<file path="src/rtl/conv_mac_pkg.sv">
// Shared definitions for the convolution MAC controller: state encoding,
// operand widths and output saturation limits.
package conv_mac_pkg;

  typedef enum logic [1:0] {
    ST_IDLE  = 2'd0,
    ST_RUN   = 2'd1,
    ST_DRAIN = 2'd2,
    ST_OUT   = 2'd3
  } mac_state_t;

  localparam int W_W = 8;
  localparam int X_W = 16;
  localparam int P_W = 24;
  localparam int Y_W = 16;

  localparam int Y_MAX = 32767;
  localparam int Y_MIN = -32768;

endpackage

</file>
<file path="src/rtl/conv_mac_ctrl_mul.sv">
// Combinational signed 8x16 multiplier producing a full-precision 24-bit product.
module conv_mac_ctrl_mul
  import conv_mac_pkg::*;
(
  input  logic [W_W-1:0] a,
  input  logic [X_W-1:0] b,
  output logic [P_W-1:0] p
);

  logic signed [P_W-1:0] a_ext;
  logic signed [P_W-1:0] b_ext;

  // Both operands widened to the product width so the multiply is exact.
  assign a_ext = $signed({{(P_W-W_W){a[W_W-1]}}, a});
  assign b_ext = $signed({{(P_W-X_W){b[X_W-1]}}, b});
  assign p     = a_ext * b_ext;

endmodule

</file>
<file path="src/rtl/conv_mac_ctrl.sv">
// Dot-product controller: consumes KLEN joint weight/activation pairs, adds them
// onto a bias, then presents a shifted, saturated 16-bit result.
module conv_mac_ctrl
  import conv_mac_pkg::*;
#(
  parameter int KLEN  = 9,
  parameter int ACC_W = 32,
  parameter int SHIFT = 0
) (
  input  logic           ap_clk,
  input  logic           ap_rst,
  input  logic           ap_start,
  output logic           ap_ready,
  output logic           ap_idle,
  output logic           ap_done,
  input  logic [15:0]    bias,
  input  logic [7:0]     w_data,
  input  logic           w_valid,
  output logic           w_ready,
  input  logic [15:0]    x_data,
  input  logic           x_valid,
  output logic           x_ready,
  output logic [15:0]    y_data,
  output logic           y_valid,
  input  logic           y_ready
);

  localparam logic [7:0] CNT_LAST = 8'(KLEN - 1);
  localparam logic signed [ACC_W-1:0] SAT_MAX = ACC_W'(Y_MAX);
  localparam logic signed [ACC_W-1:0] SAT_MIN = ACC_W'(Y_MIN);

  mac_state_t              state_reg, state_next;
  logic signed [ACC_W-1:0] acc_reg;
  logic [7:0]              cnt_reg;
  logic [P_W-1:0]          p_reg;
  logic                    pv_reg;

  logic                    fire;
  logic                    start_acc;
  logic [P_W-1:0]          mul_p;
  logic signed [ACC_W-1:0] bias_ext;
  logic signed [ACC_W-1:0] p_ext;
  logic signed [ACC_W-1:0] acc_sh;
  logic [Y_W-1:0]          y_sat;

  conv_mac_ctrl_mul u_mul (
    .a (w_data),
    .b (x_data),
    .p (mul_p)
  );

  assign start_acc = (state_reg == ST_IDLE) & ap_start & ~ap_rst;
  assign fire      = (state_reg == ST_RUN) & w_valid & x_valid & ~ap_rst;
  assign w_ready   = fire;
  assign x_ready   = fire;

  assign bias_ext = $signed({{(ACC_W-Y_W){bias[Y_W-1]}}, bias});
  assign p_ext    = $signed({{(ACC_W-P_W){p_reg[P_W-1]}}, p_reg});

  // Arithmetic shift floors toward -inf; clamp afterwards to the 16-bit range.
  assign acc_sh = acc_reg >>> SHIFT;
  assign y_sat  = (acc_sh > SAT_MAX) ? Y_W'(Y_MAX) :
                  (acc_sh < SAT_MIN) ? Y_W'(Y_MIN) : acc_sh[Y_W-1:0];

  always_ff @(posedge ap_clk) begin
    if (ap_rst) begin
      state_reg <= ST_IDLE;
    end else begin
      state_reg <= state_next;
    end
  end

  always_comb begin
    state_next = state_reg;
    ap_ready   = 1'b0;
    ap_idle    = 1'b0;
    ap_done    = 1'b0;
    y_valid    = 1'b0;
    y_data     = '0;
    if (ap_rst) begin
      ap_idle = 1'b1;
    end else begin
      case (state_reg)
        ST_IDLE: begin
          ap_idle = 1'b1;
          if (ap_start) begin
            ap_ready   = 1'b1;
            state_next = ST_RUN;
          end
        end
        ST_RUN: begin
          if (fire && (cnt_reg == CNT_LAST)) state_next = ST_DRAIN;
        end
        ST_DRAIN: state_next = ST_OUT;
        ST_OUT: begin
          y_valid = 1'b1;
          y_data  = y_sat;
          if (y_ready) begin
            ap_done    = 1'b1;
            state_next = ST_IDLE;
          end
        end
        default: state_next = ST_IDLE;
      endcase
    end
  end

  // The product is registered one cycle ahead of its accumulation; DRAIN
  // exists so the last registered product lands before OUT.
  always_ff @(posedge ap_clk) begin
    if (ap_rst) begin
      acc_reg <= '0;
      cnt_reg <= '0;
      p_reg   <= '0;
      pv_reg  <= 1'b0;
    end else begin
      pv_reg <= fire;
      if (fire) begin
        p_reg   <= mul_p;
        cnt_reg <= cnt_reg + 8'd1;
      end
      if (start_acc) begin
        acc_reg <= bias_ext;
        cnt_reg <= '0;
      end else if (pv_reg) begin
        acc_reg <= acc_reg + p_ext;
      end
    end
  end

endmodule

</file>
<file path="config.mk">
export PLATFORM = sky130hd
export DESIGN_NAME = conv_mac_ctrl
export DESIGN_NICKNAME = d
export VERILOG_FILES = /design/src/rtl/conv_mac_pkg.sv /design/src/rtl/conv_mac_ctrl_mul.sv /design/src/rtl/conv_mac_ctrl.sv
export SDC_FILE = /design/constraint.sdc
export NUM_CORES = 1
export LEC_CHECK = 0
export ABC_CLOCK_PERIOD_IN_PS = 7100
export CORE_MARGIN = 3
export CORE_UTILIZATION = 40
export DETAILED_ROUTE_END_ITERATION = 10
export HOLD_SLACK_MARGIN = 0.06
export PLACE_DENSITY_LB_ADDON = 0.1
export SYNTH_ARGS = -nofsm -noshare
export SYNTH_HDL_FRONTEND = slang
export SYNTH_SLANG_ARGS = --single-unit
</file>
<file path="constraint.sdc">
create_clock -name ap_clk -period 7.1 [get_ports ap_clk]
set_input_delay 2.13 -clock ap_clk [delete_from_list [all_inputs] [get_ports ap_clk]]
set_output_delay 2.13 -clock ap_clk [all_outputs]
set_load 0.02 [all_outputs]
</file>
Word level (Yosys, flattened, before mapping)
Index checks and enable logic that the tools add are counted.

Register bits: 67. Input bits: 46. Output and inout port bits: 22.

$add $sub $neg: 2. Multiply operators: 1. $lt $le $gt $ge: 2. Eq/ne operators: 7. Muxes and demuxes: 20. Bitwise operators: 6. Reduce and logical (&&, ||, !) cells: 5.

Operators by type and width (count): $mux 16 (4); $mux 32 (2); $add 32x24->32 (1); $gt 32x16->1 const B (1); $lt 32x16->1 const B (1); $mul 8x16->24 (1); $mux 1 (10); $add 8x1->8 const B (1); $eq 8x4->1 const B (1); $pmux 2 s4 (1); $mux 2 (3); $and 1x1->1 (5); $eq 2x2->1 const B (2); $ne 2x2->1 const B (2); $reduce_and 3->1 (1); $eq 2x1->1 const B (1); $logic_not 2->1 (1); $ne 2x1->1 const B (1); $reduce_bool 2->1 (1); $reduce_or 2->1 (1); $logic_and 1x1->1 (1); $not 1->1 (1).

Depth between registers and ports, before layout
Depth after elaboration: 7. Depth in mapped cells: 19. Depth with buffers taken out: 18.

Cells and area by module
Synthesis repeated with hierarchy kept, for this count alone.

Cell total of the unflattened synthesis: 1145. Area, all modules: 9499.1 um2.

Modules (own cells, without submodules): conv_mac_ctrl_mul (times used 1, cells each 560, area each 4822.1 um2); conv_mac_ctrl (times used 1, cells each 585, area each 4677.0 um2).

Least setup slack after synthesis
No wires, ideal clock.

Path kind: in2reg. Start point: input port w_data[7]. End point: register p_reg[23]. Library setup time: 62 ps. Arrival time: 6637 ps. Required time: 7038 ps. Path slack: 401 ps. Stages on the path: 17. Cell sequence: inv_1 -> clkbuf_1 -> nor2_1 -> fa_1 -> fa_1 -> fa_1 -> inv_1 -> fa_1 -> inv_1 -> ha_1 -> and3_4 -> a31o_2 -> or2_4 -> a41oi_4 -> o221ai_2 -> a2111o_1 -> nand3_1.

Cells in the longest elaborated chain, start to end: 1.

RTL lines: start, declared (RTL line conv_mac_ctrl.sv:17) `input logic [7:0] w_data,`; $mul 8x16->24 (RTL line conv_mac_ctrl_mul.sv:16) `assign p = a_ext * b_ext;`; end signal, assigned (RTL line conv_mac_ctrl.sv:119) `p_reg <= mul_p;`; end, declared (RTL line conv_mac_ctrl.sv:35) `logic [P_W-1:0] p_reg;`.

Every way passes these cells. A chain may end at the register's enable or synchronous reset.

Worst setup path after layout
Same ends and word-level chain as after synthesis.

==> flow_summary.ini <==
[final_layout]
largest_reg_flops = 32
drive_gt1_frac = 0.0828
final_cell_mix = inv_1 (167), fa_1 (104), nor2_1 (96)
final_common_cell = inv_1
fin_util = 0.490
antennaDiodeCount = 0
synthToLayoutAreaGrowth_pct = 17.8
fin_nets = 1459

[yosys]
synth_edf_count = 0
syn_nets = 1360
syn-cell-area_sq_mm = 0.00924
syn-instance-count = 1128
ys_ff_latch = 67
ys_top_cells_by_area = fa_1 (23%), dfxtp_1 (15%), ha_1 (11%)
synth_area_per_cell_sq_um = 8.19
synth_top_family_by_area = adder cells
ys_warn_count = 0
synth.distinct_cells = 68
synthXorXnorAreaFrac = 0.0502
synthSimpleGateAreaFrac = 0.196
synth_top_area_cell = fa_1
async_reset_ff_frac = 0
yosys.area_share.adder = 0.336
synthMuxAreaShare = 0.0163
synth_compound_area_frac = 0.169
yosysSeqAreaShare = 0.145
synth_top_area_share = 0.225
synth_flop_cell = dfxtp_1

[die]
die_y_um = 158
die_w_um = 158
ioPinCount = 68
start_util = 0.416
die-area_sq_mm = 0.0250
fp-row-count = 54
core_area_sq_mm = 0.0222

[setup_path]
cp.required_ns = 7.38
cp-start-kind = primary input
reg2reg_from = acc_reg[0]
crit_path_max_fanout = 7
r2r_slack_ns = 4.30
cp.arrival_ns = 7.02
r2r_end = acc_reg[24]
endpoint_kind = register
reg2reg_depth = 11
critPathKind = in -> reg

[placement]
dp_hpwl_um = 18300
gp_congestion = 0.899
port_buffers = 67

[route]
wl_met3_um = 800
vias_per_cell = 5.04
drt_iter0_drc = 389
wl_per_cell_um = 14.7
vias = 7626
drt-met1-wl_um = 11300
ant_nets = 0
drcViolationCount = 0
drtPass1Iterations = 5
wirelength_um = 22200
dr_wl_met2_um = 9780
top_layer = met4

[outcome]
status = complete, no violations

[power]
powerDensity_mw_per_mm2 = 303
total_power_mw = 3.30
ir_worst_vdd_uv = 135
leakage_nw = 5.02

[worst_hold_path]
hold_start = p_reg[3]
whs_path_depth = 2
hold_end = p_reg[3]
hp-class = reg -> reg

[grt]
overflow = 0
grt_pass1_wl_um = 37700
grt_pass1_vias = 7640
antenna_found_initial = 0
grt_max_degree = 46
track_usage = 0.184

[timing]
final_max_slew_viol_count = 0
period_minus_slack_ns = 6.75
tightestPinTransition_ns = 0.545
setup_violations = 0
min_period_over_period = 0.950
slew_headroom = 0.633
skew_ns = 0.00853
max_freq_mhz = 148
grt_setup_unrepaired = no
final_hold_viol_count = 0

[clock_tree]
root_buffer = clkbuf_16
clk_latency_ns = 0.34
path_clk_slew_ns = 0.06
cts_tree = done
post_cts_buffers = 0
clock_sinks = 67
cts_made_buffers = 9
htreeDepth = 3
hold_buffers = 0
cts_buffer_depth = 2
cts_resized = 0

[run]
drv_cap = 0
[kinds of logic after synthesis]
group / Yosys count
multiplexers: 15
XOR/XNOR: 53
AND/OR/NAND/NOR: 362
buffers and inverters: 211
flip-flops: 67
AO/OA/AOI/OAI: 234
adder cells (fa/ha/maj): 186
[how the worst max path moves through the flow]
stage	startpoint	to	slack [ns]	cells after the start
floorplan	w_data[7]	p_reg[23]	0.40	17
finish	w_data[7]	p_reg[23]	0.35	19
global placement	w_data[7]	p_reg[20]	0.01	20
global route	w_data[7]	p_reg[20]	0.04	19
CTS	w_data[7]	p_reg[23]	0.33	19
detailed placement	w_data[7]	p_reg[23]	-0.03	19
[synthesized netlist by cell type (4+ instances only)]
master and count:
o21ai_1 4, a21o_1 20, nor2_1 96, nor2b_1 8, nor4_1 5, fa_1 104, nand3_1 30, mux2i_1 15
nand2_1 77, a31o_2 4, xor2_1 24, and2_1 88, xnor2_1 29, o21bai_1 7, nand2b_1 8, o21a_1 6
o31ai_1 7, and3_1 9, nor3_1 9, ha_1 82, a211oi_1 20, a31oi_1 8, inv_1 167, a21oi_1 64
nand4_1 14, clkbuf_1 37, o21ai_0 59, dfxtp_1 67
[critical path, cell delays in order]
cell,delay [ns]
clkdlybuf4s50_1,0.43
inv_1,0.23
buf_4,0.18
nor2_1,0.06
fa_1,0.51
fa_1,0.51
fa_1,0.54
inv_1,0.05
fa_1,0.52
inv_1,0.04
ha_1,0.25
a21oi_1,0.15
o21ai_0,0.10
a31o_2,0.23
or2_4,0.25
a41oi_4,0.20
o221ai_2,0.14
a2111o_1,0.42
nand3_1,0.08
[cell type report]
type	instances	area (sq um)
Inverter	170	638
Clock buffer	9	225
Fill cell	2246	11300
Timing Repair Buffer	129	1170
Clock inverter	7	53.8
Multi-Input combinational cell	850	7100
Sequential cell	67	1340
Tap cell	280	350
[metal layers]
layer | vias to the layer above | global-route usage
li1 | 3929 | -
met1 | 3533 | 0.270
met2 | 144 | 0.298
met3 | 20 | 0.0137
met4 | 0 | 0.0418
met5 | - | 0
[power by group]
| part | total (mW) | switching (mW) | internal, mW |
|---|---|---|---|
| clock | 0.418 | 0.180 | 0.238 |
| combinational | 2.32 | 1.25 | 1.06 |
| sequential | 0.565 | 0.100 | 0.465 |
| total | 3.30 | 1.53 | 1.76 |
[metrics by stage]
stage / worst slack (ns) / setup TNS, ns / hold WS [ns] / cells / instance area, sq um
floorplan: 0.401 / 0 / 0.436 / 1128 / 9240
global placement: 0.0136 / 0 / 0.449 / 1496 / 10600
detailed placement: -0.0260 / -0.0260 / 0.460 / 1496 / 10600
CTS: 0.332 / 0 / 0.467 / 1512 / 10900
global route: 0.0359 / 0 / 0.515 / 1512 / 10900
finish: 0.353 / 0 / 0.468 / 1512 / 10900
Note: power is estimated with default switching activity, not from simulation.
